--- config.mk ---
export PLATFORM = sky130hd
export DESIGN_NAME = lag_window_fsm
export DESIGN_NICKNAME = d
export VERILOG_FILES = /design/src/rtl/lag_window_fsm_pkg.sv /design/src/rtl/lag_window_rom.sv /design/src/rtl/lag_window_fsm.sv
export SDC_FILE = /design/constraint.sdc
export NUM_CORES = 2
export LEC_CHECK = 0
export BUFFER_PORTS_ARGS = -buffer_cell sky130_fd_sc_hd__buf_2
export CAP_MARGIN = 25
export CORE_AREA = 3 3 288 290
export CTS_BUF_LIST = sky130_fd_sc_hd__clkbuf_16
export DETAILED_ROUTE_END_ITERATION = 12
export DIE_AREA = 0 0 291 293
export PLACE_DENSITY = 0.59
export SLEW_MARGIN = 20
export SYNTH_ARGS = -nofsm -noshare
export SYNTH_HDL_FRONTEND = slang
export SYNTH_SLANG_ARGS = --single-unit
--- constraint.sdc ---
create_clock -name clk -period 16.4 [get_ports clk]
set_input_delay 1.64 -clock clk [delete_from_list [all_inputs] [get_ports clk]]
set_output_delay 1.64 -clock clk [all_outputs]
set_load 0.1 [all_outputs]
--- src/rtl/lag_window_fsm_pkg.sv ---
// Shared constants and state encoding for the lag-window sequencer.
package lag_window_fsm_pkg;

  // LPC order: number of lag-windowed coefficients r[1..M]
  localparam int M = 10;

  // Index value of the final coefficient, sized to the loop counter
  localparam logic [3:0] LAST_INDEX = 4'(M);

  // Base address of r[0..M]; low nibble must be zero because the
  // coefficient index is concatenated onto the upper address bits
  localparam logic [11:0] AUTOCORR_R = 12'h040;

  typedef enum logic [2:0] {
    IDLE  = 3'd0,
    READ  = 3'd1,
    MUL   = 3'd2,
    WRITE = 3'd3,
    DONE  = 3'd4
  } state_t;

endpackage

--- src/rtl/lag_window_rom.sv ---
// Combinational lag-window table: index i-1 returns {lag_h, lag_l}.
module lag_window_rom (
  input  logic [3:0]  index,
  output logic [31:0] lag
);

  // Constant lookup; unused indices return zero
  always_comb begin
    lag = 32'd0;
    case (index)
      4'd0:    lag = {16'd32728, 16'd11904};
      4'd1:    lag = {16'd32619, 16'd17280};
      4'd2:    lag = {16'd32438, 16'd30720};
      4'd3:    lag = {16'd32187, 16'd25856};
      4'd4:    lag = {16'd31867, 16'd24192};
      4'd5:    lag = {16'd31480, 16'd28992};
      4'd6:    lag = {16'd31029, 16'd24384};
      4'd7:    lag = {16'd30517, 16'd7360};
      4'd8:    lag = {16'd29946, 16'd19520};
      4'd9:    lag = {16'd29321, 16'd14784};
      default: lag = 32'd0;
    endcase
  end

endmodule

--- src/rtl/lag_window_fsm.sv ---
// G.729 Lag_window sequencer: reads r[1..M] from scratch memory, applies
// Mpy_32 with the lag table and L_Extract, and writes each result in place.
module lag_window_fsm
  import lag_window_fsm_pkg::*;
(
  input  logic        clk,
  input  logic        reset,
  input  logic        ready,
  input  logic [31:0] memIn,
  output logic [11:0] readRequested,
  output logic [11:0] writeRequested,
  output logic        writeEn,
  output logic [31:0] memOut,
  output logic        done
);

  state_t state;
  state_t state_next;

  logic [3:0]         i;
  logic signed [31:0] hh;
  logic signed [15:0] c1;
  logic signed [15:0] c2;

  logic [3:0]         rom_index;
  logic [31:0]        lag;
  logic signed [15:0] r_h;
  logic signed [15:0] r_l;
  logic signed [15:0] lag_h;
  logic signed [15:0] lag_l;
  logic [11:0]        coef_addr;
  logic signed [31:0] acc;

  // 32-bit saturating add (L_add)
  function automatic logic signed [31:0] l_add(input logic signed [31:0] a,
                                               input logic signed [31:0] b);
    logic signed [31:0] s;
    s = a + b;
    if ((a[31] == b[31]) && (s[31] != a[31]))
      return a[31] ? 32'h8000_0000 : 32'h7FFF_FFFF;
    return s;
  endfunction

  // 32-bit saturating subtract (L_sub)
  function automatic logic signed [31:0] l_sub(input logic signed [31:0] a,
                                               input logic signed [31:0] b);
    logic signed [31:0] s;
    s = a - b;
    if ((a[31] != b[31]) && (s[31] != a[31]))
      return a[31] ? 32'h8000_0000 : 32'h7FFF_FFFF;
    return s;
  endfunction

  // Doubled 16x16 product, saturating only for -32768 * -32768 (L_mult)
  function automatic logic signed [31:0] l_mult(input logic signed [15:0] a,
                                                input logic signed [15:0] b);
    logic signed [31:0] p;
    p = a * b;
    if (p == 32'sh4000_0000)
      return 32'h7FFF_FFFF;
    return p <<< 1;
  endfunction

  // Q15 product, saturating only for -32768 * -32768 (mult)
  function automatic logic signed [15:0] mult(input logic signed [15:0] a,
                                              input logic signed [15:0] b);
    logic signed [31:0] p;
    p = a * b;
    if (p == 32'sh4000_0000)
      return 16'sh7FFF;
    return 16'(p >>> 15);
  endfunction

  lag_window_rom u_rom (
    .index (rom_index),
    .lag   (lag)
  );

  // Operand selection and the Mpy_32 accumulation that feeds the write
  always_comb begin
    rom_index = i - 4'd1;
    r_h       = memIn[31:16];
    r_l       = memIn[15:0];
    lag_h     = lag[31:16];
    lag_l     = lag[15:0];
    coef_addr = {AUTOCORR_R[11:4], i};
    acc       = l_add(l_add(hh, l_mult(c1, 16'sd1)), l_mult(c2, 16'sd1));
  end

  // State register
  always_ff @(posedge clk or posedge reset) begin
    if (reset)
      state <= IDLE;
    else
      state <= state_next;
  end

  // Coefficient index and partial-product registers
  always_ff @(posedge clk or posedge reset) begin
    if (reset) begin
      i  <= 4'd0;
      hh <= 32'sd0;
      c1 <= 16'sd0;
      c2 <= 16'sd0;
    end else begin
      case (state)
        IDLE: begin
          if (ready)
            i <= 4'd1;
        end
        MUL: begin
          hh <= l_mult(r_h, lag_h);
          c1 <= mult(r_h, lag_l);
          c2 <= mult(r_l, lag_h);
        end
        WRITE: begin
          i <= i + 4'd1;
        end
        default: begin
        end
      endcase
    end
  end

  // Next-state logic and Moore outputs; outputs are zero unless the state drives them
  always_comb begin
    state_next     = state;
    readRequested  = 12'd0;
    writeRequested = 12'd0;
    writeEn        = 1'b0;
    memOut         = 32'd0;
    done           = 1'b0;
    case (state)
      IDLE: begin
        if (ready)
          state_next = READ;
      end
      READ: begin
        readRequested = coef_addr;
        state_next    = MUL;
      end
      MUL: begin
        state_next = WRITE;
      end
      WRITE: begin
        writeEn        = 1'b1;
        writeRequested = coef_addr;
        memOut         = {acc[31:16],
                          16'(l_sub(acc >>> 1, l_mult(acc[31:16], 16'sd16384)))};
        state_next     = (i == LAST_INDEX) ? DONE : READ;
      end
      DONE: begin
        done       = 1'b1;
        state_next = IDLE;
      end
      default: begin
        state_next = IDLE;
      end
    endcase
  end

endmodule

# Yosys cells after proc, flatten, opt, wreduce, memory -nomap -nowiden
# Memory sizes are Yosys's and may differ from the RTL's.
# Cells that the tools add are included.
[op_classes]
eq_ne = 18
bitwise_logic = 0
n_mul = 3
shifts = 0
order_cmp = 0
n_addsub = 5
n_div = 0
reduce_logical = 6
mux = 46
[op_table]
columns = ["cell", "n"]
rows = [
  ["two-way mux 32 bit", 16],
  ["two-way mux 16 bit", 7],
  ["== test 32 bit, second input constant", 3],
  ["multiplier 16 x 16 -> 32 bit", 3],
  ["adder 32 bit", 2],
  ["== test 16 x 32 -> 1 bit, second input constant", 2],
  ["subtractor 31 x 32 -> 32 bit", 1],
  ["== test 16 x 18 -> 1 bit, second input constant", 1],
  ["two-way mux 1 bit", 16],
  ["two-way mux 7 bit", 2],
  ["one-hot mux 3 bit (4 select lines)", 1],
  ["one-hot mux 4 bit (2 select lines)", 1],
  ["== test 3 x 2 -> 1 bit, second input constant", 2],
  ["two-way mux 3 bit", 2],
  ["adder 4 x 1 -> 4 bit, second input constant", 1],
  ["== test 4 bit, second input constant", 1],
  ["two-way mux 4 bit", 1],
  ["inequality test 1 bit", 4],
  ["subtractor 4 x 1 -> 4 bit, second input constant", 1],
  ["== test 3 x 1 -> 1 bit, second input constant", 1],
  ["== test 3 bit, second input constant", 1],
  ["logical AND 1 bit", 3],
  ["logical NOT 3 bit", 1],
  ["== test 1 bit", 2],
  ["other kinds (3)", 3],
]
[totals]
in_bits = 35
elab_cells = 84
rom_bits = 384
register_bits = 71
latchBits = 0
n_memories = 1
ram_bits = 0
out_inout_bits = 58
[memory_table]
columns = ["memory", "words", "width", "read_ports", "rd_clocked_by_memory_dff", "write_ports", "line", "source"]
rows = [
  ["(no name shown)", 16, 24, 1, 0, 0, "lag_window_rom.sv:10", "case (index)"],
]

# Depth between registers and ports, before layout
[depth]
ltp_word = 25
ltp_mapped = 35
mapped_depth_nobuf = 29

# By module
# A second synthesis with hierarchy kept.
[hier_totals]
cells_unflattened = 4275
hier_area_um2 = 37010.5
[modules_own_cells]
columns = ["mod", "area_per_inst_um2", "n_inst", "seq_area_each_um2", "cells_per_inst"]
rows = [
  ["lag_window_fsm", 36495.0, 1, 1751.7, 4195],
  ["lag_window_rom", 515.5, 1, 0.0, 80],
]

# Worst setup path before layout
# No wires, ideal clock.
[synth_timing]
kind = "reg-to-reg"
start = "register i[0]"
end = "register c2[3]"
path_stages_with_launch = 31
n_path_buf = 7
required_ps = 16333
setup_time_ps = 67
arrival_time_ps = 8946
period_less_slack_ps = 9013
slack_ps = 7387
path_cell_list = "dfrtp_1 > clkbuf_1 > inv_1 > ha_1 > ha_1 > clkbuf_1 > clkbuf_1 > clkbuf_1 > a21oi_1 > a21oi_1 > clkbuf_1 > nand2_1 > fa_1 > inv_1 > fa_1 > fa_1 > fa_1 > fa_1 > fa_1 > ha_1 > clkbuf_1 > o21a_1 > o21ba_2 > a221o_1 > a31oi_1 > a21oi_1 > or4_1 > a211oi_2 > nand4_2 > buf_6 > nand3_2"
[synth_via]
elab_chain_cells = 7
[synth_rtl]
columns = ["element", "line", "source"]
rows = [
  ["start, declared", "lag_window_fsm.sv:20", "logic [3:0] i;"],
  ["start signal, assigned", "lag_window_fsm.sv:117", "i <= i + 4'd1;"],
  ["subtractor 4 x 1 -> 4 bit *", "lag_window_fsm.sv:81", "rom_index = i - 4'd1;"],
  ["memory (16 x 24 bit) *", "n/a", ""],
  ["multiplier 16 x 16 -> 32 bit *", "lag_window_fsm.sv:68", "p = a * b;"],
  ["== test 32 bit", "lag_window_fsm.sv:69", "if (p == 32'sh4000_0000)"],
  ["two-way mux 1 bit", "lag_window_fsm.sv:69", ""],
  ["two-way mux 1 bit", "lag_window_fsm.sv:106", "case (state)"],
  ["two-way mux 16 bit *", "lag_window_fsm.sv:71", "return 16'(p >>> 15);"],
  ["end signal, assigned", "lag_window_fsm.sv:114", "c2 <= mult(r_l, lag_h);"],
  ["end, declared", "lag_window_fsm.sv:23", "logic signed [15:0] c2;"],
]
# Every way passes the cells marked *; elsewhere a longest branch is shown, timed or not. The select of a mux whose other input is x is not followed.
# A chain may end at the register's enable or synchronous reset.

# Worst setup path in the final report
[layout_timing]
start = "register i[0]"
end = "register hh[31]"
[layout_via]
elab_chain_cells = 7
[layout_rtl]
columns = ["element", "line", "source"]
rows = [
  ["subtractor 4 x 1 -> 4 bit *", "lag_window_fsm.sv:81", ""],
  ["memory (16 x 24 bit) *", "n/a", ""],
  ["multiplier 16 x 16 -> 32 bit *", "lag_window_fsm.sv:58", "p = a * b;"],
  ["== test 32 bit", "lag_window_fsm.sv:59", "if (p == 32'sh4000_0000)"],
  ["two-way mux 1 bit", "lag_window_fsm.sv:59", ""],
  ["two-way mux 1 bit", "lag_window_fsm.sv:106", ""],
  ["two-way mux 32 bit *", "lag_window_fsm.sv:61", "return p <<< 1;"],
  ["end signal, assigned", "lag_window_fsm.sv:112", "hh <= l_mult(r_h, lag_h);"],
  ["end, declared", "lag_window_fsm.sv:21", "logic signed [31:0] hh;"],
]
# Marks and branches as above.

==> flow_summary.yaml <==
cells_and_area:
  final_util_pct: 42.1
  area_delta_synth_final_pct: 5.14
  nets: 4590
  drive_gt1_share_pct: 5.76
  most-common-layout-cells: "fa_1, inv_1, nand2_1"
  diodes: 0
  final_common_cell: "fa_1"
  final_area_sq_mm: 0.0339
sta:
  finalHoldViolCount: 0
  tns_ps: 0
  finClkSkew_ps: 6.95
  rsz0062_at_grt: "no"
  slew_headroom_pct: 30.7
  worst_pin_slew_ps: 1030
  fin_ws_ps: 6010
  slew_viol_final: 0
  period_share_pct: 63.3
  final-setup-viol-count: 0
  final.min_clock_period_ps: 10390
  max_freq_mhz: 96.3
setup_path:
  cpPeakStageDelay_ps: 870
  cp.required_ps: 16610
  cp_top_family: "adder cells"
  worstPathArrival_ps: 10600
  critPathLaunchType: "flop"
  rrSetupSlack_ps: 6010
  worstSetupPathType: "reg2reg"
  r2r-end: "hh[31]$_DFFE_PP0P_"
  reg2reg_from: "i[0]$_DFFE_PP0P_"
  path_buf_inv: 7
  reg2reg_depth: 29
  crit_path_frequent_cell: "fa_1"
  slowest_stage: "ha_1"
  critPathLaunch: "i[0]$_DFFE_PP0P_"
  endpoint_kind: "flop"
  cp_max_fo: 45
clock_tree:
  cts.sinks: 70
  h-tree-depth: 3
  path_clk_slew_ps: 60
  post_cts_buffers: 0
  clock_path_buffers: 2
  cts_tree: "yes"
  post_cts_resized: 0
  clk_latency_ps: 330
  cts_root_buffer: "clkbuf_16"
  cts_inserted_buffers: 9
  cts_hold_buf: 0
floorplanning:
  floorplan.initialDensity_pct: 40.0
  die_y_microns: 293
  die_w_microns: 291
  rows: 104
  design.core.area_sq_mm: 0.0805
  fp.dieArea_sq_mm: 0.0853
  ios: 93
global_route:
  grt_util_met2_pct: 34.7
  grt_antenna_before_repair: 3
  grt_pass1_vias: 25547
  busiest_layer: "met2"
  grt_use_met3_pct: 3.63
  track_usage_pct: 22.5
  grt_start_max_net_pins: 71
  overflow: 0
  grt_util_met1_pct: 33.4
  grt_pass1_wl_mm: 151
yosys:
  synthTopCellsByArea: "fa_1, ha_1, inv_1"
  synth-edff-count: 0
  synth_top_area_cell: "fa_1"
  synth_area_sq_mm: 0.0322
  synth_seq_cells: 70
  syn_inst: 3669
  synth.avg_cell_area_sq_um: 8.78
  synth_warnings: 0
  ys.flop_type: "dfrtp_1"
  yosys.area.top_type_share_pct: 38.0
  ys_types: 99
  async_flop_share_pct: 100
  ys_seq_area_share_pct: 5.44
min_path:
  worstHoldStart: "hh[21]$_DFFE_PP0P_"
  min_path_cells: 2
  min_to: "hh[21]$_DFFE_PP0P_"
  hold_class: "reg2reg"
detailed_routing:
  route.detailed.drc: 0
  wl_mm: 95.4
  vias: 25195
  drtIter0Drc: 1733
  vias_per_cell: 5.37
  wl_per_cell_microns: 20.3
  antenna_left: 0
  dr.pass1.iters: 5
place:
  place_area_sq_mm: 0.0336
  place_ws_ps: 6110
  dp.final_hpwl_mm: 78.2
  port_buffers: 77
  place_congestion: 0.931
run:
  max_cap_viol_count: 0
outcome:
  outcome: "completed"
per-stage QoR:
stage	std cells	hold WS, ps
3_3_place_gp	4673	488
2_1_floorplan	3683	461
6_report	4691	500
3_5_place_dp	4673	492
4_1_cts	4689	509
5_1_grt	4691	528
Yosys cell counts (all sizes together) (34+ instances only):
cell type  count
fa           612
inv          561
nand2        372
ha           317
a21oi        187
nor2         182
and2         174
nor2b        148
clkbuf       144
o21ai        121
nand3         77
xnor2         76
dfrtp         70
a21o          55
xor2          43
nor3          41
o211ai        40
and3          35
nand2b        34
worst min-delay path, cell delays in order, from the launching register on:
cell      delay [ps]
dfrtp_1          340
nand2_1           50
o211ai_1          70
layout make-up:
cell class	instances	area, sq um
fillers	8023	46700
repair buffers	109	633
well taps	1060	1330
inverters	562	2110
flip-flops and latches	70	1750
multi-input cells	2874	27800
clock inverters	7	72.6
clock buffers	9	225
sequential cells by signal, indices dropped and copies added (netlist names):
name   cells
c1        16
c2        16
state      3
hh        31
i          4
per-layer routing:
metal	wire, microns	vias to the layer above
met1	45600	12562
met5	34	-
met4	1950	4
met2	41500	753
met3	6390	80
li1	-	11796
worst max-delay path by stage:
stage / end / slack [ps] / cells after the start
global placement: hh[31]$_DFFE_PP0P_ / 6280 / 27
finish: hh[31]$_DFFE_PP0P_ / 6010 / 29
global route: hh[31]$_DFFE_PP0P_ / 5330 / 27
detailed placement: c2[14]$_DFFE_PP0P_ / 6110 / 26
CTS: c2[14]$_DFFE_PP0P_ / 6080 / 26
floorplan: c2[3]$_DFFE_PP0P_ / 7390 / 30
kinds of logic (layout without fill, tap and decap cells):
logic type | after synthesis | after routing | share of synthesized area, %
mux | 23 | 23 | 0.746
flops | 70 | 70 | 5.44
compound gates | 620 | 620 | 12.7
fa+ha+maj | 931 | 931 | 50.4
simple gates | 1165 | 1165 | 18.5
xor+xnor | 120 | 120 | 3.35
other cells | 1 | 15 | 0.0116
buf+inv | 739 | 687 | 8.90
Power is not shown: default switching activity piles up to over one toggle a cycle in this logic, so the estimate is an artifact.
